===== config.mk =====
export PLATFORM = sky130hd
export DESIGN_NAME = game_flow_ctrl_flat
export DESIGN_NICKNAME = d
export VERILOG_FILES = /design/src/rtl/game_flow_ctrl_if.sv /design/src/rtl/game_flow_ctrl.sv /design/src/flat_wrapper.sv
export SDC_FILE = /design/constraint.sdc
export NUM_CORES = 1
export LEC_CHECK = 0
export ABC_AREA = 1
export BUFFER_PORTS_ARGS = -buffer_cell sky130_fd_sc_hd__buf_2
export CAP_MARGIN = 20
export CORE_MARGIN = 2
export CORE_UTILIZATION = 48
export DETAILED_ROUTE_END_ITERATION = 10
export PLACE_DENSITY = 0.8
export SETUP_SLACK_MARGIN = 0.02
export SYNTH_ARGS = -nofsm -noshare
export SYNTH_HDL_FRONTEND = slang
export SYNTH_SLANG_ARGS = --single-unit

===== constraint.sdc =====
create_clock -name clk -period 1.38 [get_ports clk]
set_clock_uncertainty 0.15 [all_clocks]
set_input_delay 0.069 -clock clk [delete_from_list [all_inputs] [get_ports clk]]
set_output_delay 0.069 -clock clk [all_outputs]
set_load 0.005 [all_outputs]

===== src/rtl/game_flow_ctrl_if.sv =====
// game_flow_ctrl_if: input/collision side and score/fuel side signals of the game sequencer.
// The slave modport is the sequencer's view; the master modport drives its inputs.
interface game_flow_ctrl_if;
  logic       startOfFrame;
  logic       onesec;
  logic       startKey;
  logic       collision_in;
  logic       fueltank_in;
  logic [3:0] playerSpeedReq;
  logic       fuel_zero;
  logic       win;
  logic       statsResetN;
  logic       onesec_g;
  logic       collision_g;
  logic       fueltank_g;
  logic [3:0] playerSpeed_g;
  logic [2:0] phase;
  logic [3:0] countdownDigit;
  modport slave (
    input  startOfFrame, onesec, startKey, collision_in, fueltank_in, playerSpeedReq, fuel_zero, win,
    output statsResetN, onesec_g, collision_g, fueltank_g, playerSpeed_g, phase, countdownDigit
  );
  modport master (
    output startOfFrame, onesec, startKey, collision_in, fueltank_in, playerSpeedReq, fuel_zero, win,
    input  statsResetN, onesec_g, collision_g, fueltank_g, playerSpeed_g, phase, countdownDigit
  );
endinterface


===== src/rtl/game_flow_ctrl.sv =====
// game_flow_ctrl: Road Fighter game phase sequencer gating the score/fuel/speed datapath inputs.
// Phases and counters are registered; the gates are combinational on the registered phase.
module game_flow_ctrl #(
  parameter int COUNTDOWN_SEC = 3,
  parameter int CRASH_FRAMES  = 60,
  parameter int END_HOLD_SEC  = 5
) (
  input logic clk,
  input logic resetN,
  game_flow_ctrl_if.slave bus
);
  typedef enum logic [2:0] {IDLE = 3'd0, COUNTDOWN = 3'd1, RUN = 3'd2, CRASH = 3'd3, OVER = 3'd4, WON = 3'd5} phase_t;
  localparam logic [3:0] CD = 4'(COUNTDOWN_SEC);
  localparam logic [7:0] CF = 8'(CRASH_FRAMES);
  localparam logic [3:0] EH = 4'(END_HOLD_SEC);
  phase_t     r_state, w_state;
  logic [3:0] r_digit, w_digit;
  logic [7:0] r_crash, w_crash;
  logic [3:0] r_hold, w_hold;
  logic       r_key, r_stats;
  logic       w_start, w_run, w_live;
  assign w_start = bus.startKey & ~r_key;
  assign w_run   = r_state == RUN;
  assign w_live  = w_run | (r_state == CRASH);
  always_ff @(posedge clk or negedge resetN)
    if (!resetN) begin
      r_state <= IDLE;
      r_digit <= '0;
      r_crash <= '0;
      r_hold  <= '0;
      r_key   <= 1'b0;
      r_stats <= 1'b0;
    end else begin
      r_state <= w_state;
      r_digit <= w_digit;
      r_crash <= w_crash;
      r_hold  <= w_hold;
      r_key   <= bus.startKey;
      r_stats <= r_state != IDLE;
    end
  always_comb begin
    w_state = r_state;
    w_digit = r_digit;
    w_crash = r_crash;
    w_hold  = r_hold;
    case (r_state)
      IDLE: if (w_start) begin
        w_state = COUNTDOWN;
        w_digit = CD;
      end
      COUNTDOWN: if (bus.onesec) begin
        w_digit = r_digit - 4'd1;
        w_state = r_digit == 4'd1 ? RUN : COUNTDOWN;
      end
      RUN, CRASH:
        if (bus.win) begin
          w_state = WON;
          w_hold  = EH;
        end else if (bus.fuel_zero) begin
          w_state = OVER;
          w_hold  = EH;
        end else if (w_run && bus.collision_in) begin
          w_state = CRASH;
          w_crash = CF;
        end else if (!w_run && bus.startOfFrame) begin
          w_crash = r_crash - 8'd1;
          w_state = r_crash == 8'd1 ? RUN : CRASH;
        end
      OVER, WON: if (bus.onesec) begin
        w_hold  = r_hold - 4'd1;
        w_state = r_hold == 4'd1 ? IDLE : r_state;
      end
      default: w_state = IDLE;
    endcase
  end
  // Collisions and seconds keep flowing during CRASH; fuel and speed do not.
  assign bus.onesec_g       = w_live & bus.onesec;
  assign bus.collision_g    = w_live & bus.collision_in;
  assign bus.fueltank_g     = w_run & bus.fueltank_in;
  assign bus.playerSpeed_g  = w_run ? bus.playerSpeedReq : 4'd0;
  assign bus.phase          = r_state;
  assign bus.countdownDigit = r_digit;
  assign bus.statsResetN    = r_stats;
endmodule


===== src/flat_wrapper.sv =====
// flat-port wrapper written by rule: the top's interface ports become plain ports
module game_flow_ctrl_flat 
#(
  parameter int COUNTDOWN_SEC = 3,
  parameter int CRASH_FRAMES  = 60,
  parameter int END_HOLD_SEC  = 5
)
  (clk, resetN, bus_startOfFrame, bus_onesec, bus_startKey, bus_collision_in, bus_fueltank_in, bus_playerSpeedReq, bus_fuel_zero, bus_win, bus_statsResetN, bus_onesec_g, bus_collision_g, bus_fueltank_g, bus_playerSpeed_g, bus_phase, bus_countdownDigit);
  game_flow_ctrl_if bus_i ();
  input logic clk;
  input logic resetN;
  input wire logic [$bits(bus_i.startOfFrame)-1:0] bus_startOfFrame;
  input wire logic [$bits(bus_i.onesec)-1:0] bus_onesec;
  input wire logic [$bits(bus_i.startKey)-1:0] bus_startKey;
  input wire logic [$bits(bus_i.collision_in)-1:0] bus_collision_in;
  input wire logic [$bits(bus_i.fueltank_in)-1:0] bus_fueltank_in;
  input wire logic [$bits(bus_i.playerSpeedReq)-1:0] bus_playerSpeedReq;
  input wire logic [$bits(bus_i.fuel_zero)-1:0] bus_fuel_zero;
  input wire logic [$bits(bus_i.win)-1:0] bus_win;
  output wire logic [$bits(bus_i.statsResetN)-1:0] bus_statsResetN;
  output wire logic [$bits(bus_i.onesec_g)-1:0] bus_onesec_g;
  output wire logic [$bits(bus_i.collision_g)-1:0] bus_collision_g;
  output wire logic [$bits(bus_i.fueltank_g)-1:0] bus_fueltank_g;
  output wire logic [$bits(bus_i.playerSpeed_g)-1:0] bus_playerSpeed_g;
  output wire logic [$bits(bus_i.phase)-1:0] bus_phase;
  output wire logic [$bits(bus_i.countdownDigit)-1:0] bus_countdownDigit;
  assign bus_i.startOfFrame = bus_startOfFrame;
  assign bus_i.onesec = bus_onesec;
  assign bus_i.startKey = bus_startKey;
  assign bus_i.collision_in = bus_collision_in;
  assign bus_i.fueltank_in = bus_fueltank_in;
  assign bus_i.playerSpeedReq = bus_playerSpeedReq;
  assign bus_i.fuel_zero = bus_fuel_zero;
  assign bus_i.win = bus_win;
  assign bus_statsResetN = bus_i.statsResetN;
  assign bus_onesec_g = bus_i.onesec_g;
  assign bus_collision_g = bus_i.collision_g;
  assign bus_fueltank_g = bus_i.fueltank_g;
  assign bus_playerSpeed_g = bus_i.playerSpeed_g;
  assign bus_phase = bus_i.phase;
  assign bus_countdownDigit = bus_i.countdownDigit;
  game_flow_ctrl #(.COUNTDOWN_SEC(COUNTDOWN_SEC), .CRASH_FRAMES(CRASH_FRAMES), .END_HOLD_SEC(END_HOLD_SEC)) u_core (.clk(clk), .resetN(resetN), .bus(bus_i));
endmodule

; ---- Word level (Yosys, flattened, before mapping)
; Index checks and enable logic that the tools add are counted.
[totals]
elab_cells = 66
memories = 0
ramBits = 0
regBits = 21
input_bits = 13
latch_bits = 0
romBits = 0
[classes]
multipliers = 0
n_lt_le_gt_ge = 0
shift = 0
div_mod_pow = 0
n_addsub = 3
n_mux = 21
reduce_logical = 14
bitwise_logic = 8
n_eq_ne = 14
[ops]
columns = operator, n
row1 = $mux W3, 8
row2 = $mux W4, 6
row3 = $mux W8, 2
row4 = $pmux W4 S2, 2
row5 = $pmux W3 S4, 1
row6 = $eq A4 B1 Y1 const B, 2
row7 = $eq A8 B1 Y1 const B, 1
row8 = $sub A4 B1 Y4 const B, 2
row9 = $sub A8 B1 Y8 const B, 1
row10 = $eq A3 B2 Y1 const B, 2
row11 = $eq A3 B3 Y1 const B, 2
row12 = $reduce_and A3 Y1, 2
row13 = $reduce_bool A2 Y1, 3
row14 = $ne A5 B3 Y1 const B, 1
row15 = $reduce_and A5 Y1, 1
row16 = $and A1 B1 Y1, 4
row17 = $ne A2 B1 Y1 const B, 2
row18 = $ne A2 B2 Y1 const B, 2
row19 = $reduce_and A4 Y1, 1
row20 = $reduce_or A2 Y1, 2
row21 = $eq A3 B1 Y1 const B, 1
row22 = $logic_not A3 Y1, 1
row23 = $ne A3 B3 Y1 const B, 1
row24 = $not A1 Y1, 3
row25 = other kinds (6), 7

; ---- Depth between registers and ports, before layout
; Gate-level depths: netlist (run 1).
[depth]
ltp_word = 8
mapped_depth = 11
depth_no_buf = 11

; ---- Worst setup path before layout (run 1)
; OpenSTA, ideal clock, no wires.
[synth_path]
path_type = register to register
start = register u_core.r_state[2], in the netlist u_core.bus.phase[2]
end = register u_core.r_crash[4]
t_arrival_ps = 1208
stages_incl_launch_ff = 9
setup_slack_ps = -104
period_less_slack_ps = 1484
cell_sequence = dfrtp_1 -> nor2_4 -> inv_2 -> nor2_2 -> nand2_4 -> nor2_4 -> nand2_1 -> nand2_1 -> nand3_1
[synth_between]
elab_chain_len = 5
elab_cells_between_ends = 9
classes_between = eq/ne (2) / mux (1) / reduce/logical (6)
[synth_rtl]
columns = item, line_no
row1 = from (decl), game_flow_ctrl.sv:16  ; phase_t r_state, w_state;
row2 = from (signal assigned), game_flow_ctrl.sv:34  ; r_state <= w_state;
row3 = $eq A3 B2 Y1, "game_flow_ctrl.sv:23, game_flow_ctrl.sv:46"
row4 = $logic_not A1 Y1, game_flow_ctrl.sv:65  ; end else if (!w_run && bus.startOfFrame) begin
row5 = $logic_and A1 B1 Y1, game_flow_ctrl.sv:65
row6 = $reduce_bool A2 Y1 (no source line), -
row7 = $reduce_and A4 Y1 (no source line), -
row8 = to (signal assigned), game_flow_ctrl.sv:36  ; r_crash <= w_crash;
row9 = to (decl), game_flow_ctrl.sv:18  ; logic [7:0] r_crash, w_crash;
; Parallel ways exist; a longest one is shown, timed or not.
; A chain may end at the register's enable or synchronous reset.

; ---- Final worst setup path (run 1)
[layout_path]
start = register u_core.r_state[2], in the netlist u_core.bus.phase[2]
end = output port bus_playerSpeed_g[2]
[layout_between]
elab_chain_len = 2
[layout_rtl]
columns = item, line_no
row1 = $eq A3 B2 Y1, game_flow_ctrl.sv:23  ; assign w_run = r_state == RUN;
row2 = $mux W4, game_flow_ctrl.sv:80  ; assign bus.playerSpeed_g = w_run ? bus.playerSpeedReq : 4'd0;
row3 = to (decl), flat_wrapper.sv:24  ; output wire logic [$bits(bus_i.playerSpeed_g)-1:0] bus_playerSpeed_g;
; No other way between the ends.

==> flow_summary.ini, run 1 <==
[status]
status = finished with violations
violations = setup timing

[yosys]
synthTopCellsByArea = dfrtp_1 (41%), nand2_1 (11%), inv_1 (9.3%)
yosysWarnings = 0
avgSynthCellArea_um2 = 7.30
async_flop_share_pct = 100
yosysSeqAreaShare_pct = 40.7
synth_top_area_share_pct = 40.7
ys_types = 24
synth_edf_count = 0
syn-num-nets = 196
synth_area_um2 = 1290
synth-seq-cells = 21
synth_ff_type = dfrtp_1
synth_area_leader_cell = dfrtp_1
synthCells = 177

[routing]
drtAntennaViolNets = 0
drt-total-wl_mm = 3.20
drc = 0
initialDrtViolationCount = 70
vias = 1303
viasPerCell = 4.81
dr.pass1.iters = 4
wl_per_cell_um = 11.8

[timing]
rsz0062_at_grt = yes
fmax_mhz = 652
slew_viol_final = 0
worstMarginPinSlew_ns = 0.489
fin_crit_ns = 1.53
setup_viol = 24
setup_ws_ns = -0.154
period_share_pct = 111
hold_viol_final = 0
holdWs_ns = 0.0278
max_slew_margin_pct = 67.4

[floorplanning]
start_util_pct = 51.2
die-area_um2 = 3120
dieWidth_um = 55.9
core_area_um2 = 2520
placement_rows = 18
fp.dieH_um = 55.9
ioPinCount = 28

[cells_and_area]
finalInstanceArea_um2 = 1880
fin_util_pct = 74.4
nets = 261
layout-drive-gt1-share_pct = 40.7
num_antenna_cells = 0
area_growth_pct = 45.3

[clocking]
cts_tree = built
htreeDepth = 1
cts_buffer_depth = 2
cts.clk_slew.worst_paths_ns = 0.13
clkSinkCount = 21
clockRootBuffer = clkbuf_4
clkLatencyLatePin_ns = 0.32
cts_buffers = 3

[placed_design]
place_ws_ns = -0.122
post_dp_cell_area_um2 = 1660
place.gp.congestion = 0.884
dp.final_hpwl_mm = 2.32
portBuffers = 27

[pwr]
peakVddDrop_mv = 1.20
powerDensity_nw_per_um2 = 1640
p_leak_nw = 1.01
p_total_mw = 3.08

[global_routing]
grt_use_total_pct = 22.5
first_global_vias = 1389
grt_pass1_wl_mm = 5.66
antenna_found_initial = 0
overflow = 0
grt_max_degree = 22

[setup_path]
arrival_ns = 1.32
critPathKind = reg -> out
startpoint_type = register
cp_data_required_time_ns = 1.16
crit_fanout = 5
endpoint_kind = primary output

[job]
drv_cap = 0

[worst_hold_path]
hold_class = in -> reg
[worst paths after layout]
kind | cells past startpoint | slack, ns | startpoint | to
min | 6 | 0.03 | bus_startOfFrame | u_core.bus.phase[1]
max | 5 | -0.15 | u_core.bus.phase[2] | bus_playerSpeed_g[2]
min reg2reg | 1 | 0.35 | u_core.bus.countdownDigit[2] | u_core.bus.countdownDigit[2]
min in group asynchronous | 2 | 0.07 | resetN | u_core.r_crash[5]
max in group asynchronous | 2 | 0.65 | resetN | u_core.bus.phase[2]
max reg2reg | 9 | -0.14 | u_core.bus.phase[2] | u_core.r_crash[4]
[stage by stage]
stage / setup TNS [ns] / std cells
3_5_place_dp: -1.14 / 258
6_report: -2.38 / 271
5_1_grt: -4.45 / 271
3_3_place_gp: -0.579 / 258
2_1_floorplan: -0.455 / 177
4_1_cts: -2.69 / 269
[repair_timing]
action,4_1_cts,5_1_grt
setup buffers,3,2
endpoints found under the setup margin,25,26
gates resized for setup,22,16
hold endpoints to repair,27,0
hold buffers,4,0
pin swaps,8,4
[critical path: stages (launching register included)]
cell and delay, ns:
dfrtp_2 0.44, nor2_4 0.15, nand2_2 0.07, buf_6 0.14
nor2_4 0.08, buf_2 0.11
[logic make-up after synthesis]
| logic type | Yosys count | share of synthesized area [%] |
|---|---|---|
| compound gates | 24 | 10.1 |
| flops | 21 | 40.7 |
| simple gates | 88 | 31.4 |
| xor+xnor | 2 | 1.36 |
| buf+inv | 36 | 10.7 |
| fa+ha+maj | 6 | 5.81 |
[state kept, by name, indices dropped and copies added (netlist names)]
name                       count
u_core.bus.countdownDigit      4
u_core.bus.phase               3
u_core.bus.statsResetN         1
u_core.r_crash                 8
u_core.r_hold                  4
u_core.r_key                   1
[layout make-up]
class	instances	area (um2)
Multi-Input combinational cell	120	737
Fill cell	192	647
Sequential cell	21	527
Timing Repair Buffer	60	404
Inverter	36	143
Tap cell	30	37.5
Clock buffer	3	22.5
Clock inverter	1	5.00
[layout by cell type, fill, tap and decap left out, types with 2 or more instances in the layout]
master / synthesis / routed
nand2_1: 39 / 35
inv_1: 32 / 28
buf_2: 0 / 27
buf_4: 0 / 26
dfrtp_1: 21 / 20
nor2_1: 23 / 14
nor2_4: 2 / 11
nand3_1: 11 / 10
o21ai_1: 3 / 9
nand2_2: 4 / 7
inv_2: 3 / 6
ha_1: 6 / 6
o21ai_0: 11 / 4
dlygate4sd3_1: 0 / 4
nor2_2: 3 / 3
a21oi_1: 4 / 3
clkbuf_4: 0 / 3
buf_6: 0 / 3
nand2_4: 1 / 2
nand4_1: 2 / 2
xor2_1: 2 / 2
o22ai_1: 2 / 2
[report_power, final]
group          internal [mW]  total [mW]  switching, mW  leakage (nW)
Combinational          0.802        1.76          0.961         0.739
Clock                  0.109       0.314          0.205        0.0177
Sequential             0.836        1.01          0.169         0.254
Total                   1.75        3.08           1.34          1.01
[cells in the mapped netlist, types with 2 or more instances]
library cell / number
a21oi_1: 4
a31oi_1: 2
dfrtp_1: 21
ha_1: 6
inv_1: 32
inv_2: 3
nand2_1: 39
nand2_2: 4
nand3_1: 11
nand4_1: 2
nor2_1: 23
nor2_2: 3
nor2_4: 2
o21ai_0: 11
o21ai_1: 3
o22ai_1: 2
xor2_1: 2
[routing by layer]
metal / vias to the layer above / part of all wire (%) / GRT usage [%]
met4: 0 / 2.1 / 11.6
met2: 17 / 54 / 40.1
met5: - / 0 / 0
met1: 599 / 41 / 26.4
li1: 680 / - / -
met3: 7 / 2.3 / 2.79
Note: power is estimated with default switching activity, not from simulation.
==> run 2, diff against run 1 <==
--- a/config.mk
+++ b/config.mk
@@ -9,9 +9,9 @@
 export BUFFER_PORTS_ARGS = -buffer_cell sky130_fd_sc_hd__buf_2
 export CAP_MARGIN = 20
 export CORE_MARGIN = 2
-export CORE_UTILIZATION = 48
+export CORE_UTILIZATION = 57
 export DETAILED_ROUTE_END_ITERATION = 10
-export PLACE_DENSITY = 0.8
+export PLACE_DENSITY = 0.88
 export SETUP_SLACK_MARGIN = 0.02
 export SYNTH_ARGS = -nofsm -noshare
 export SYNTH_HDL_FRONTEND = slang
==> constraint.sdc (replaced) <==
create_clock -name clk -period 1.9 [get_ports clk]
set_clock_uncertainty 0.15 [all_clocks]
set_input_delay 0.095 -clock clk [delete_from_list [all_inputs] [get_ports clk]]
set_output_delay 0.095 -clock clk [all_outputs]
set_load 0.005 [all_outputs]
==> flow_summary.ini, run 2 (synthesized netlist as in run 1, its figures left out) <==
[clocking]
clockRootBuffer = clkbuf_4
cts_buffer_depth = 2
post_cts_resized = 0
cts_buffers = 3
htreeDepth = 1
clkLatencyLatePin_ns = 0.31
clkSinkCount = 21
cts.clk_slew.worst_paths_ns = 0.12
cts_tree = built

[timing]
max_slew_margin_pct = 68.6
fmax_mhz = 599
slew_viol_final = 0
tns_ns = 0
hold_viol_final = 0
fin_crit_ns = 1.67
rsz0062_at_grt = no
period_share_pct = 87.9
setup_viol = 0
worstMarginPinSlew_ns = 0.471

[placed_design]
place.gp.congestion = 0.896
dp.final_hpwl_mm = 2.34
portBuffers = 27
dp.cells = 232
post_dp_cell_area_um2 = 1460

[cells_and_area]
nets = 231
layout-drive-gt1-share_pct = 21.8
area_growth_pct = 17.5
fill_cells = 188
fin_cells = 239
largest_register = u_core.r_crash
layout_common_cells = nand2_1 (39), inv_1 (32), buf_2 (27)
finalInstanceArea_um2 = 1520
num_antenna_cells = 0
final_common_cell = nand2_1
fin_util_pct = 70.0
largest_reg_flops = 8

[routing]
drt-total-wl_mm = 2.96
dr.pass1.iters = 4
vias = 1254
wl_per_cell_um = 12.4
drc = 0
initialDrtViolationCount = 26
viasPerCell = 5.25
drtAntennaViolNets = 0

[pwr]
powerDensity_nw_per_um2 = 1220
p_leak_nw = 0.850
peakVddDrop_mv = 0.975

[setup_path]
reg2reg_depth = 9
critPathKind = reg -> reg
crit_start = u_core.bus.phase[2]
timing.rr.end = u_core.bus.phase[0]
crit_fanout = 7
r2r_slack_ns = 0.23
cp-endpoint = u_core.bus.phase[0]
startpoint_type = register
r2r-start = u_core.bus.phase[2]
arrival_ns = 1.79
endpoint_kind = register
cp_data_required_time_ns = 2.02

[global_routing]
grt_max_degree = 22
first_global_vias = 1162
overflow = 0
grt_use_total_pct = 25.3
antenna_found_initial = 0
grt_pass1_wl_mm = 4.96

[job]
drv_cap = 0

[floorplanning]
start_util_pct = 59.5
ioPinCount = 28
core_area_um2 = 2170
dieWidth_um = 51.6
die-area_um2 = 2660
fp.dieH_um = 51.6
placement_rows = 17

[status]
status = complete, no violations

[worst_hold_path]
hold_class = in -> reg
-- run 2: changes by cell type in the layout (fill, tap and decap cells not counted), sizes merged --
cell         change
clkinv           -1
buf             -29
clkbuf           +1
dlygate4sd3      -1
-- run 2: worst min path at each step --
stage | from | end | cells after the start
floorplan | resetN | u_core.bus.countdownDigit[0] | 0
global placement | resetN | u_core.bus.countdownDigit[0] | 1
detailed placement | resetN | u_core.bus.countdownDigit[0] | 1
CTS | bus_win | u_core.bus.phase[0] | 7
global route | bus_win | u_core.bus.phase[0] | 7
finish | bus_win | u_core.bus.phase[0] | 7
-- run 2: critical path: stages, from the launching register on --
cell     delay, ns
dfrtp_1       0.48
nor2_4        0.22
nand3_2       0.16
nand2_2       0.15
inv_2         0.03
nand2_1       0.08
nand2_2       0.08
nor2_1        0.14
nand2_1       0.08
nand2_1       0.05
-- run 2: layout make-up --
cell class | instances | area [um2] | share of cell area (%)
flip-flops and latches | 21 | 526 | 34.6
inverters | 36 | 138 | 9.07
clock buffers | 4 | 26.3 | 1.73
multi-input cells | 120 | 628 | 41.4
repair buffers | 30 | 165 | 10.9
well taps | 28 | 35.0 | 2.31
-- run 2: power by group --
part / leakage (nW) / internal, mW / total, mW / switching [mW]
registers: 0.256 / 0.606 / 0.744 / 0.139
logic: 0.579 / 0.324 / 0.888 / 0.564
clock network: 0.0150 / 0.0822 / 0.220 / 0.138
total: 0.850 / 1.01 / 1.85 / 0.840
-- run 2: through the flow --
step	power (mW)	hold slack, ns	setup WS (ns)
6_report	1.85	0.0646	0.230
5_1_grt	2.02	0.116	0.0565
4_1_cts	1.84	0.0494	0.249
3_5_place_dp	1.61	-0.0775	0.272
3_3_place_gp	1.54	-0.0831	0.375
2_1_floorplan	1.34	-0.351	0.416
-- run 2: what timing repair did --
action | in CTS | in global routing
buffers inserted | 0 | 0
hold buffers | 3 | 0
hold endpoints to repair | 25 | 0
-- run 2: layer usage --
| metal | up-vias | part of all wire (%) | GRT usage (%) |
|---|---|---|---|
| li1 | 625 | - | - |
| met1 | 581 | 42 | 29.7 |
| met2 | 41 | 51 | 44.9 |
| met3 | 7 | 5.1 | 4.02 |
| met4 | 0 | 2.2 | 11.8 |
| met5 | - | 0 | 0 |
